## src/rtl/dino_pkg.sv

```systemverilog
`default_nettype none
// +----------------------------------------------------------------------------+
// | dino_pkg : shared geometry, palette and state encoding for scene_render     |
// | Rev 1.0                                                                     |
// +----------------------------------------------------------------------------+
package dino_pkg;

    localparam int H_VIS      = 640;
    localparam int V_VIS      = 480;
    localparam int GROUND_ROW = 400;
    localparam int DINO_X     = 64;
    localparam int DINO_SIZE  = 32;

    localparam logic [11:0] COL_BLANK     = 12'h000;
    localparam logic [11:0] COL_BG        = 12'hFFF;
    localparam logic [11:0] COL_GROUND    = 12'h555;
    localparam logic [11:0] COL_DINO      = 12'h333;
    localparam logic [11:0] COL_DINO_OVER = 12'hF00;

    localparam int STATE_W = 1;
    localparam logic [STATE_W-1:0] ST_PLAY = 1'b0;
    localparam logic [STATE_W-1:0] ST_OVER = 1'b1;

endpackage
`default_nettype wire

```

## src/rtl/scene_render_if.sv

```systemverilog
`default_nettype none
// +----------------------------------------------------------------------------+
// | scene_render_if : pixel-address / game-state bus between VGA side and       |
// | the scene renderer.  Rev 1.0                                                |
// +----------------------------------------------------------------------------+
interface scene_render_if;
    logic [8:0]  row_addr;
    logic [9:0]  col_addr;
    logic [5:0]  dinosaur_height;
    logic [5:0]  ground_position;
    logic        game_status;
    logic [11:0] vga_data;
    logic        frame_start;

    modport master (
        output row_addr, col_addr, dinosaur_height, ground_position, game_status,
        input  vga_data, frame_start
    );

    modport slave (
        input  row_addr, col_addr, dinosaur_height, ground_position, game_status,
        output vga_data, frame_start
    );
endinterface
`default_nettype wire

```

## src/rtl/frame_sync.sv

```systemverilog
`default_nettype none
// +----------------------------------------------------------------------------+
// | frame_sync : detects the row_addr wrap to 0 and emits a registered pulse    |
// | Rev 1.0                                                                     |
// +----------------------------------------------------------------------------+
module frame_sync (
    input  wire logic       clk,
    input  wire logic       rst,
    input  wire logic [8:0] row_addr,
    output logic            start_det,
    output logic            frame_start
);

    logic [8:0] prev_row;

    // prev_row resets to 0, so a reset while row_addr is 0 cannot fake a start
    assign start_det = (row_addr == 9'd0) && (prev_row != 9'd0);

    always_ff @(posedge clk or posedge rst) begin
        if (rst) begin
            prev_row    <= 9'd0;
            frame_start <= 1'b0;
        end else begin
            prev_row    <= row_addr;
            frame_start <= start_det;
        end
    end

endmodule
`default_nettype wire

```

## src/rtl/scene_render.sv

```systemverilog
`default_nettype none
// +----------------------------------------------------------------------------+
// | scene_render : two-stage pixel renderer for the dinosaur runner scene       |
// | Rev 1.0                                                                     |
// +----------------------------------------------------------------------------+
module scene_render #(
    parameter int H_VIS      = dino_pkg::H_VIS,
    parameter int V_VIS      = dino_pkg::V_VIS,
    parameter int GROUND_ROW = dino_pkg::GROUND_ROW,
    parameter int DINO_X     = dino_pkg::DINO_X
) (
    input  wire logic     clk,
    input  wire logic     rst,
    scene_render_if.slave bus
);
    import dino_pkg::*;

    localparam logic [9:0] H_LIM    = 10'(H_VIS);
    localparam logic [9:0] V_LIM    = 10'(V_VIS);
    localparam logic [9:0] GND      = 10'(GROUND_ROW);
    localparam logic [9:0] DX_LO    = 10'(DINO_X);
    localparam logic [9:0] DX_HI    = 10'(DINO_X + DINO_SIZE - 1);
    localparam logic [9:0] DSIZE    = 10'(DINO_SIZE);

    logic                 start_det;
    logic [5:0]           height_snap;
    logic [5:0]           gpos_snap;
    logic [STATE_W-1:0]   state;
    logic [4:0]           blink_cnt;
    logic [8:0]           row_q;
    logic [9:0]           col_q;
    logic [9:0]           row_w;
    logic [9:0]           dino_top;
    logic [9:0]           dino_bot;
    logic [5:0]           gsum;
    logic                 blank;
    logic                 dino_hit;
    logic                 ground_hit;
    logic [11:0]          dino_col;
    logic [11:0]          pixel;

    frame_sync u_frame_sync (
        .clk         (clk),
        .rst         (rst),
        .row_addr    (bus.row_addr),
        .start_det   (start_det),
        .frame_start (bus.frame_start)
    );

    // Frame-level state: everything here changes only on a detected frame start
    always_ff @(posedge clk or posedge rst) begin
        if (rst) begin
            height_snap <= 6'd0;
            gpos_snap   <= 6'd0;
            state       <= ST_PLAY;
            blink_cnt   <= 5'd0;
        end else if (start_det) begin
            height_snap <= bus.dinosaur_height;
            case (state)
                ST_PLAY: begin
                    gpos_snap <= bus.ground_position;
                    if (bus.game_status) begin
                        state     <= ST_OVER;
                        blink_cnt <= 5'd0;
                    end
                end
                ST_OVER: begin
                    if (!bus.game_status) begin
                        state     <= ST_PLAY;
                        gpos_snap <= bus.ground_position;
                    end else begin
                        blink_cnt <= blink_cnt + 5'd1;
                    end
                end
                default: state <= ST_PLAY;
            endcase
        end
    end

    always_comb begin
        row_w      = {1'b0, row_q};
        dino_top   = GND - DSIZE - {4'd0, height_snap};
        dino_bot   = GND - 10'd1 - {4'd0, height_snap};
        gsum       = col_q[5:0] + gpos_snap;
        blank      = (row_w >= V_LIM) || (col_q >= H_LIM);
        dino_hit   = (col_q >= DX_LO) && (col_q <= DX_HI) &&
                     (row_w >= dino_top) && (row_w <= dino_bot);
        ground_hit = (row_w >= GND) && (row_w <= GND + 10'd3) && !gsum[5];
        dino_col   = ((state == ST_OVER) && !blink_cnt[4]) ? COL_DINO_OVER : COL_DINO;
        pixel      = COL_BG;
        if (blank)           pixel = COL_BLANK;
        else if (dino_hit)   pixel = dino_col;
        else if (ground_hit) pixel = COL_GROUND;
    end

    always_ff @(posedge clk or posedge rst) begin
        if (rst) begin
            row_q        <= 9'd0;
            col_q        <= 10'd0;
            bus.vga_data <= COL_BLANK;
        end else begin
            row_q        <= bus.row_addr;
            col_q        <= bus.col_addr;
            bus.vga_data <= pixel;
        end
    end

endmodule
`default_nettype wire
```

## src/flat_wrapper.sv

```systemverilog
// flat-port wrapper written by rule: the top's interface ports become plain ports
module scene_render_flat import dino_pkg::*;
#(
    parameter int H_VIS      = dino_pkg::H_VIS,
    parameter int V_VIS      = dino_pkg::V_VIS,
    parameter int GROUND_ROW = dino_pkg::GROUND_ROW,
    parameter int DINO_X     = dino_pkg::DINO_X
)
  (clk, rst, bus_row_addr, bus_col_addr, bus_dinosaur_height, bus_ground_position, bus_game_status, bus_vga_data, bus_frame_start);
  scene_render_if bus_i ();
  input  wire logic clk;
  input  wire logic rst;
  input wire logic [$bits(bus_i.row_addr)-1:0] bus_row_addr;
  input wire logic [$bits(bus_i.col_addr)-1:0] bus_col_addr;
  input wire logic [$bits(bus_i.dinosaur_height)-1:0] bus_dinosaur_height;
  input wire logic [$bits(bus_i.ground_position)-1:0] bus_ground_position;
  input wire logic [$bits(bus_i.game_status)-1:0] bus_game_status;
  output wire logic [$bits(bus_i.vga_data)-1:0] bus_vga_data;
  output wire logic [$bits(bus_i.frame_start)-1:0] bus_frame_start;
  assign bus_i.row_addr = bus_row_addr;
  assign bus_i.col_addr = bus_col_addr;
  assign bus_i.dinosaur_height = bus_dinosaur_height;
  assign bus_i.ground_position = bus_ground_position;
  assign bus_i.game_status = bus_game_status;
  assign bus_vga_data = bus_i.vga_data;
  assign bus_frame_start = bus_i.frame_start;
  scene_render #(.H_VIS(H_VIS), .V_VIS(V_VIS), .GROUND_ROW(GROUND_ROW), .DINO_X(DINO_X)) u_core (.clk(clk), .rst(rst), .bus(bus_i));
endmodule
```

## config.mk

```make
export PLATFORM = sky130hd
export DESIGN_NAME = scene_render_flat
export DESIGN_NICKNAME = d
export VERILOG_FILES = /design/src/rtl/dino_pkg.sv /design/src/rtl/scene_render_if.sv /design/src/rtl/frame_sync.sv /design/src/rtl/scene_render.sv /design/src/flat_wrapper.sv
export SDC_FILE = /design/constraint.sdc
export NUM_CORES = 1
export LEC_CHECK = 0
export ABC_AREA = 1
export CAP_MARGIN = 15
export CORE_MARGIN = 1
export CORE_UTILIZATION = 46
export CTS_CLUSTER_DIAMETER = 150
export DETAILED_ROUTE_END_ITERATION = 12
export GPL_TIMING_DRIVEN = 0
export PLACE_DENSITY = 0.76
export SLEW_MARGIN = 10
export SYNTH_ARGS = -nofsm -noshare
export SYNTH_HDL_FRONTEND = slang
export SYNTH_SLANG_ARGS = --single-unit
export TNS_END_PERCENT = 20
```

## constraint.sdc

```tcl
create_clock -name clk -period 2.06 [get_ports clk]
set_clock_uncertainty 0.05 [all_clocks]
set_input_delay 0.309 -clock clk [delete_from_list [all_inputs] [get_ports clk]]
set_output_delay 0.309 -clock clk [all_outputs]
set_load 0.01 [all_outputs]
```

==> reports/results.txt, run 1 <==
Setup CP Type: flip-flop to flip-flop
Setup-failing EPs final: 6
minimum clock period: 2.19 ns
Lkg Pwr: 0.00153 µW
drt wl/cell: 12.2 µm
syn_nets: 312
DRC viols: 0
depth of the worst register-to-register path: 15
Routed Wire Length: 4.67 mm
H-tree depth: 2
Die H: 73.1 µm
post-synthesis cell area: 0.00232 mm²
largest net degree at the start of global routing: 29
Synth-to-Final Area Change: 34.3%
Final GP Congestion: 0.909
Power, Total: 1930 µW
initial DRC count: 105
reg2reg setup slack: -0.13 ns
max frequency: 457 MHz
# diodes: 0
Post-Synth XOR/XNOR Area: 2.64%
simple-gate share of the synthesized area: 20.8%
#FFs+latches synth: 46
Max clock buf depth: 2
vias: 1819
GRT overflow: 0
post-route ant nets: 0
# clock sinks: 46
outcome: finished with violations
CP required: 2.20 ns
RR Endpoint: u_core.bus.vga_data[11]$_DFF_PP0_
Starting Density: 48.6%
most common cell after layout, fill and taps aside: nand2_1
WP data arrival: 2.33 ns
CP startpoint kind: flip-flop
initial antenna violation count: 0
P per Cell Area: 619 mW/mm²
Pins Over Slew Limit: 0
Die ar.: 0.00534 mm²
Hold Path Class: input pin to asynchronous set/reset pin
clk root buf: clkbuf_8
CP startpoint: u_core.height_snap[0]$_DFFE_PP0P_
nets@finish: 373
worst-case headroom to the max-slew limit: 66.9%
I/O Buffers: 46
Yosys warnings: 0
Worst Setup EP: u_core.bus.vga_data[11]$_DFF_PP0_
Netlist cell types: 25
number of global-route vias before repair: 1769
clk slew on worst S/H paths: 0.09 ns
share of the yosys chip area belonging to registers: 49.5%
max-cap viol count: 0
core area: 0.00479 mm²
Worst Path Max Fanout: 5
mux cell area share after synthesis: 0%
Synth Instances: 254
worst vdd ir: 0.468 mV
largest family of logic cells by synthesized area: simple AND/OR/NAND/NOR gates
drt via density: 4.75
Die Wd: 73.1 µm
adder-cell share of the synthesized area: 12.9%
CTS tree: yes
io pins: 47
r2r startpoint: u_core.height_snap[0]$_DFFE_PP0P_
Rows: 25
dpl hpwl: 3.51 mm
share of cells above drive strength 1: 17.1%
Compound-Gate Fraction of Synth Area: 6.24%
Int Pwr: 1410 µW
final count of hold timing violations: 0
Clock Latency Late Sink: 0.31 ns
hold_buf cts: 0
Setup TNS: -0.605 ns
commonest non-fill, non-tap cells in the layout: nand2_1 (56), clkdlybuf4s50_1 (46), dfrtp_1 (46), inv_1 (28), ha_1 (22)
Worst Setup Slack, final: -0.128 ns
global-route wire length before repair: 8.01 mm
failing checks: setup timing
CP Capture Type: flip-flop
Tot GR Track Use: 20.2%
clock share of power: 30.1%
Least-Margin Pin Slew: 0.496 ns
syn avg cell area: 9.15 µm²
First-pass DRT Iterations: 4
Comb pwr share: 19.1%
sequential share of power: 50.7%
P_sw: 524 µW
final worst-path cycle share: 106%
CTS Buf Count: 5
RSZ-0062 raised after global routing: true
switching share of total power: 27.1%
[critical path, cell delays in order, from the launching register on]
cell     delay, ns
dfrtp_1       0.41
inv_2         0.10
ha_4          0.15
nand3_4       0.08
xor2_1        0.16
inv_1         0.09
ha_4          0.27
nand2_4       0.05
inv_2         0.05
nand2_2       0.05
a21oi_2       0.14
nor2_2        0.06
nor2_4        0.17
nand3_2       0.10
nand2_2       0.07
nor2_1        0.06
[cells in the mapped netlist, drive strengths merged]
| library cell | number | area (µm²) |
|---|---|---|
| dfrtp | 46 | 1150 |
| buf | 6 | 45.0 |
| ha | 24 | 300 |
| nand4 | 3 | 18.8 |
| nor3 | 3 | 15.0 |
| o21ai | 13 | 65.1 |
| nand2 | 62 | 243 |
| o21bai | 1 | 11.3 |
| nand3 | 21 | 110 |
| a21oi | 6 | 37.5 |
| inv | 37 | 139 |
| or2 | 2 | 12.5 |
| o31ai | 2 | 15.0 |
| nor2 | 19 | 83.8 |
| xor2 | 7 | 61.3 |
| a22oi | 1 | 7.51 |
| a32oi | 1 | 8.76 |
[power by group through the flow]
stage	Combinational [µW]	Sequential [µW]	Clock, µW
floorplan	167	998	0
global placement	305	998	0
detailed placement	321	1000	0
CTS	349	980	597
global route	415	987	639
finish	370	980	583
[layer usage]
layer / part of all wire [%] / up-vias / track usage (%) / routed length (µm)
met5: 0 / - / 0 / 0
met4: 1.6 / 0 / 8.50 / 74
met2: 48 / 47 / 32.2 / 2250
met1: 46 / 837 / 26.5 / 2150
li1: - / 927 / - / -
met3: 4.3 / 8 / 4.70 / 201
[kinds of logic after synthesis]
family          count (synthesis)
fa+ha+maj                      24
buf+inv                        43
simple gates                  110
flops                          46
xor+xnor                        7
compound gates                 24
[per-stage QoR]
stage,std cells,util [%],setup slack [ns],hold WS [ns],instance area [µm²]
5_1_grt,383,65.2,-0.266,0.288,3120
3_5_place_dp,368,60.4,-0.253,0.423,2890
4_1_cts,383,63.9,-0.0605,0.265,3060
6_report,383,65.2,-0.128,0.253,3120
2_1_floorplan,254,-,0.0428,0.290,2320
3_3_place_gp,367,59.9,-0.213,0.413,2870
[state kept, by name (all words and copies together), names as in the netlist]
signal / flops
u_core.col_q: 10
u_core.row_q: 9
u_core.bus.vga_data: 8
u_core.gpos_snap: 6
u_core.height_snap: 6
u_core.blink_cnt: 5
u_core.state: 1
u_core.u_frame_sync.frame_start: 1
[worst min path at each step]
stage / start / end / slack [ns] / cells after the start
floorplan: bus_col_addr[0] / u_core.col_q[0]$_DFF_PP0_ / 0.29 / 0
global placement: u_core.gpos_snap[2]$_DFFE_PP0P_ / u_core.gpos_snap[2]$_DFFE_PP0P_ / 0.41 / 2
detailed placement: u_core.gpos_snap[2]$_DFFE_PP0P_ / u_core.gpos_snap[2]$_DFFE_PP0P_ / 0.42 / 2
CTS: rst / u_core.gpos_snap[1]$_DFFE_PP0P_ / 0.26 / 2
global route: rst / u_core.gpos_snap[1]$_DFFE_PP0P_ / 0.29 / 2
finish: rst / u_core.blink_cnt[1]$_DFFE_PP0P_ / 0.25 / 2
[timing repair]
item,in CTS,in global routing
setup endpoints to repair,7,7
buffers inserted,7,0
gates resized for setup,9,16
pin swaps,8,14
[layout make-up]
cell class / instances / area (µm²)
fillers: 411 / 1660
flip-flops and latches: 46 / 1150
multi-input cells: 165 / 1070
repair buffers: 54 / 533
inverters: 37 / 139
well taps: 67 / 83.8
clock buffers: 6 / 82.6
plain buffers: 6 / 45.0
clock inverters: 2 / 12.5
Power figures use the tool's default switching activity.
==> run 2, diff against run 1 <==
--- a/config.mk
+++ b/config.mk
@@ -7,7 +7,6 @@
 export LEC_CHECK = 0
 export ABC_AREA = 1
 export CAP_MARGIN = 15
-export CORE_MARGIN = 1
 export CORE_UTILIZATION = 46
 export CTS_CLUSTER_DIAMETER = 150
 export DETAILED_ROUTE_END_ITERATION = 12
==> results of run 2 <==
Final layout, timing and power as in run 1 (identical DEF).
==> run 3, diff against run 2 <==
--- a/config.mk
+++ b/config.mk
@@ -7,7 +7,7 @@
 export LEC_CHECK = 0
 export ABC_AREA = 1
 export CAP_MARGIN = 15
-export CORE_UTILIZATION = 46
+export CORE_UTILIZATION = 47
 export CTS_CLUSTER_DIAMETER = 150
 export DETAILED_ROUTE_END_ITERATION = 12
 export GPL_TIMING_DRIVEN = 0
@@ -15,5 +15,6 @@
 export SLEW_MARGIN = 10
 export SYNTH_ARGS = -nofsm -noshare
 export SYNTH_HDL_FRONTEND = slang
+export SYNTH_HIERARCHICAL = 1
 export SYNTH_SLANG_ARGS = --single-unit
 export TNS_END_PERCENT = 20
==> run 3 against run 2 <==
Against the previous run:
- the run still ends with setup timing left
- register-to-register slack better by 0.04 ns
- sequential share of layout area increased by 4.4 points
- flip-flop and latch count rose by 9
- worst hold slack lost 0.0072 ns
- setup slack better by 0.041 ns
- non-clock buffer count unchanged
- via count is 2.9% higher
- critical path depth down 2
- design area up 6.9%
- count of clock-buffer cells in the layout is 1 higher
- critical path type unchanged
- highest routed layer unchanged
==> reports/results.txt, run 3 <==
CP Capture Type: flip-flop (unchanged)
Lkg Pwr: 0.00165 µW (was 0.00153 µW)
dpl hpwl: 3.50 mm (was 3.51 mm)
drt wl/cell: 12.3 µm (was 12.2 µm)
CTS Buf Count: 5 (unchanged)
max-cap viol count: 0 (unchanged)
# fillers: 405 (was 411)
share of the yosys chip area belonging to registers: 53.7% (was 49.5%)
WP data arrival: 2.30 ns (was 2.33 ns)
Worst Setup Slack, final: -0.0874 ns (was -0.128 ns)
share of cells above drive strength 1: 15.6% (was 17.1%)
vias: 1872 (was 1819)
CP startpoint: u_core/height_snap[2]$_DFFE_PP0P_ (was u_core.height_snap[0]$_DFFE_PP0P_)
Pins Over Slew Limit: 0 (unchanged)
adder-cell share of the synthesized area: 11.7% (was 12.9%)
DRC viols: 0 (unchanged)
Least-Margin Pin Slew: 0.481 ns (was 0.496 ns)
Starting Density: 49.5% (was 48.6%)
synth top area cells: dfrtp_1 (54%), ha_1 (12%), nand2_1 (7.0%), inv_1 (6.0%), nor2_1 (3.4%) (was dfrtp_1 (50%), ha_1 (13%), nand2_1 (9.7%), inv_1 (5.7%), nand3_1 (4.3%))
biggest regs: u_core/col_q x10, u_core/row_q x9, u_core/u_frame_sync/prev_row x9 (was u_core.col_q x10, u_core.row_q x9, u_core.bus.vga_data x8)
Reg with most FFs: u_core/col_q (was u_core.col_q)
outcome: finished with violations (unchanged)
Die Wd: 75.8 µm (was 73.1 µm)
initial DRC count: 128 (was 105)
worst-case headroom to the max-slew limit: 67.9% (was 66.9%)
commonest non-fill, non-tap cells in the layout: dfrtp_1 (55), clkdlybuf4s50_1 (46), nand2_1 (46), inv_1 (38), ha_1 (23) (was nand2_1 (56), clkdlybuf4s50_1 (46), dfrtp_1 (46), inv_1 (28), ha_1 (22))
#FFs+latches synth: 55 (was 46)
Yosys top cell by area: dfrtp_1 (unchanged)
First-pass DRT Iterations: 4 (unchanged)
max frequency: 466 MHz (was 457 MHz)
RSZ-0062 raised after global routing: true (unchanged)
Routed Wire Length: 4.80 mm (was 4.67 mm)
GRT Max-Usage Layer: met2 (unchanged)
Yosys warnings: 6 (was 0)
r2r startpoint: u_core/height_snap[2]$_DFFE_PP0P_ (was u_core.height_snap[0]$_DFFE_PP0P_)
Final GP Congestion: 0.759 (was 0.909)
# clock sinks: 55 (was 46)
GR Util met3: 4.37% (was 4.70%)
Die H: 75.8 µm (was 73.1 µm)
Synth Instances: 258 (was 254)
hold_buf cts: 0 (unchanged)
Worst Path Max Fanout: 5 (unchanged)
Setup TNS: -0.486 ns (was -0.605 ns)
Rows: 26 (was 25)
initial antenna violation count: 0 (unchanged)
clk slew on worst S/H paths: 0.10 ns (was 0.09 ns)
I/O Buffers: 46 (unchanged)
most common cell after layout, fill and taps aside: dfrtp_1 (was nand2_1)
largest family of logic cells by synthesized area: simple AND/OR/NAND/NOR gates (unchanged)
met2 usage: 29.9% (was 32.2%)
CTS tree: yes (unchanged)
worst vdd ir: 0.364 mV (was 0.468 mV)
CP required: 2.21 ns (was 2.20 ns)
post-route ant nets: 0 (unchanged)
number of flops mapped to enable cells by yosys: 0 (unchanged)
share of synthesized registers carrying an async set or reset: 100% (unchanged)
Tot GR Track Use: 17.9% (was 20.2%)
drt via density: 4.79 (was 4.75)
# diodes: 0 (unchanged)
met1 Use GR: 21.9% (was 26.5%)
Commonest cells post-synth: dfrtp_1 (55), nand2_1 (48), inv_1 (41), ha_1 (24), nor2_1 (23) (was nand2_1 (60), dfrtp_1 (46), inv_1 (35), ha_1 (24), nand3_1 (20))
Synth-to-Final Area Change: 30.3% (was 34.3%)
post-synthesis cell area: 0.00256 mm² (was 0.00232 mm²)
failing checks: setup timing (unchanged)
Setup-failing EPs final: 7 (was 6)
number of global-route vias before repair: 1785 (was 1769)
final hold slack: 0.246 ns (was 0.253 ns)
clk root buf: clkbuf_8 (unchanged)
Post-synth top flop: dfrtp_1 (unchanged)
io pins: 47 (unchanged)
simple-gate share of the synthesized area: 17.4% (was 20.8%)
final count of hold timing violations: 0 (unchanged)
Post-Synth XOR/XNOR Area: 1.71% (was 2.64%)
H-tree depth: 2 (unchanged)
Max clock buf depth: 2 (unchanged)
Die ar.: 0.00575 mm² (was 0.00534 mm²)
global-route wire length before repair: 7.60 mm (was 8.01 mm)
minimum clock period: 2.15 ns (was 2.19 ns)
nets@finish: 378 (was 373)
final worst-path cycle share: 104% (was 106%)
Compound-Gate Fraction of Synth Area: 5.47% (was 6.24%)
core area: 0.00517 mm² (was 0.00479 mm²)
CP startpoint kind: flip-flop (unchanged)
P per Cell Area: 642 mW/mm² (was 619 mW/mm²)
Largest register FFs: 10 (unchanged)
mux cell area share after synthesis: 2.64% (was 0%)
syn avg cell area: 9.93 µm² (was 9.15 µm²)
share of the synthesized area in the top cell type: 53.7% (was 49.5%)
GRT overflow: 0 (unchanged)
Netlist cell types: 29 (was 25)
Hold Path Class: input pin to asynchronous set/reset pin (unchanged)
Clock Latency Late Sink: 0.31 ns (about the same)
largest net degree at the start of global routing: 32 (was 29)
syn_nets: 316 (was 312)
Setup CP Type: flip-flop to flip-flop (unchanged)
top-count cell post-synth: dfrtp_1 (was nand2_1)
run 3: cell types whose count changed after synthesis, sizes merged, moves of 2 or more:
cell / change
inv: +4
nand2: -11
dfrtp: +9
mux2: +6
xor2: -3
nand3: -10
buf: -2
nor2: +8
run 3: what timing repair did:
item                                    in CTS  in global routing
buffers inserted                             4                  4
resized for setup                            8                  7
endpoints found under the setup margin      15                  8
pin swaps                                    1                  5
run 3: area by class of cell:
cell class	instances	area, µm²	area share (%)
clock buffer	7	86.3	2.59
inverter	41	154	4.61
multi-input combinational	157	1050	31.5
clock inverter	1	8.76	0.262
timing repair buffer	55	541	16.2
sequential	55	1380	41.2
buffer	5	33.8	1.01
tap	70	87.6	2.62
run 3: final timing paths:
| path | end | slack [ns] | cells past startpoint |
|---|---|---|---|
| setup / recovery | u_core/bus.vga_data[11]$_DFF_PP0_ | -0.09 | 13 |
| hold / removal | u_core/row_q[0]$_DFF_PP0_ | 0.25 | 2 |
| max in group asynchronous | u_core/col_q[4]$_DFF_PP0_ | 1.24 | 3 |
| hold reg to reg | u_core/gpos_snap[1]$_DFFE_PP0P_ | 0.47 | 1 |
| setup reg to reg | u_core/bus.vga_data[11]$_DFF_PP0_ | -0.09 | 13 |
| min in group clk | u_core/col_q[8]$_DFF_PP0_ | 0.38 | 1 |
run 3: critical path: stages, from the launching register on:
cell and delay [ns]:
dfrtp_1 0.45, inv_1 0.16, nand4_1 0.14, nand2_1 0.10
xor2_1 0.16, ha_1 0.26, nand2_1 0.08, nor2_1 0.05
nand3_1 0.07, nand2_1 0.06, nor2_2 0.15, nor2_4 0.07
a21oi_2 0.18, nor2_1 0.07
run 3: kinds of logic (layout without fill, tap and decap cells):
| logic type | count (synthesis) | after routing |
|---|---|---|
| AOI/OAI and AO/OA | 24 | 24 |
| xor gates and xnor gates | 5 | 5 |
| adders and majority gates | 24 | 24 |
| buffers and inverters | 46 | 109 |
| DFF | 55 | 55 |
| muxes | 6 | 6 |
| and+or+nand+nor | 98 | 98 |
run 3: metrics by stage:
step	std cells	utilization, %	setup slack [ns]	power (µW)	instance area [µm²]
2_1_floorplan	258	-	0.0550	1350	2560
3_3_place_gp	374	60.1	-0.500	1500	3110
3_5_place_dp	375	60.5	-0.499	1510	3130
4_1_cts	387	63.4	-0.0378	2140	3280
5_1_grt	391	64.5	-0.269	2260	3340
6_report	391	64.5	-0.0874	2140	3340
run 3: where the power goes:
group | switching (µW) | leakage (µW) | internal [µW]
sequential | 35.9 | 0.000638 | 1130
combinational | 168 | 0.000963 | 182
clock | 346 | 0.0000484 | 276
run 3: routing by layer:
layer  part of all wire [%]  wire [µm]  vias to the layer above
li1                       -          -                      938
met1                     43       2070                      874
met2                     51       2450                       50
met3                    3.7        176                       10
met4                    2.2        104                        0
met5                      0          0                        -
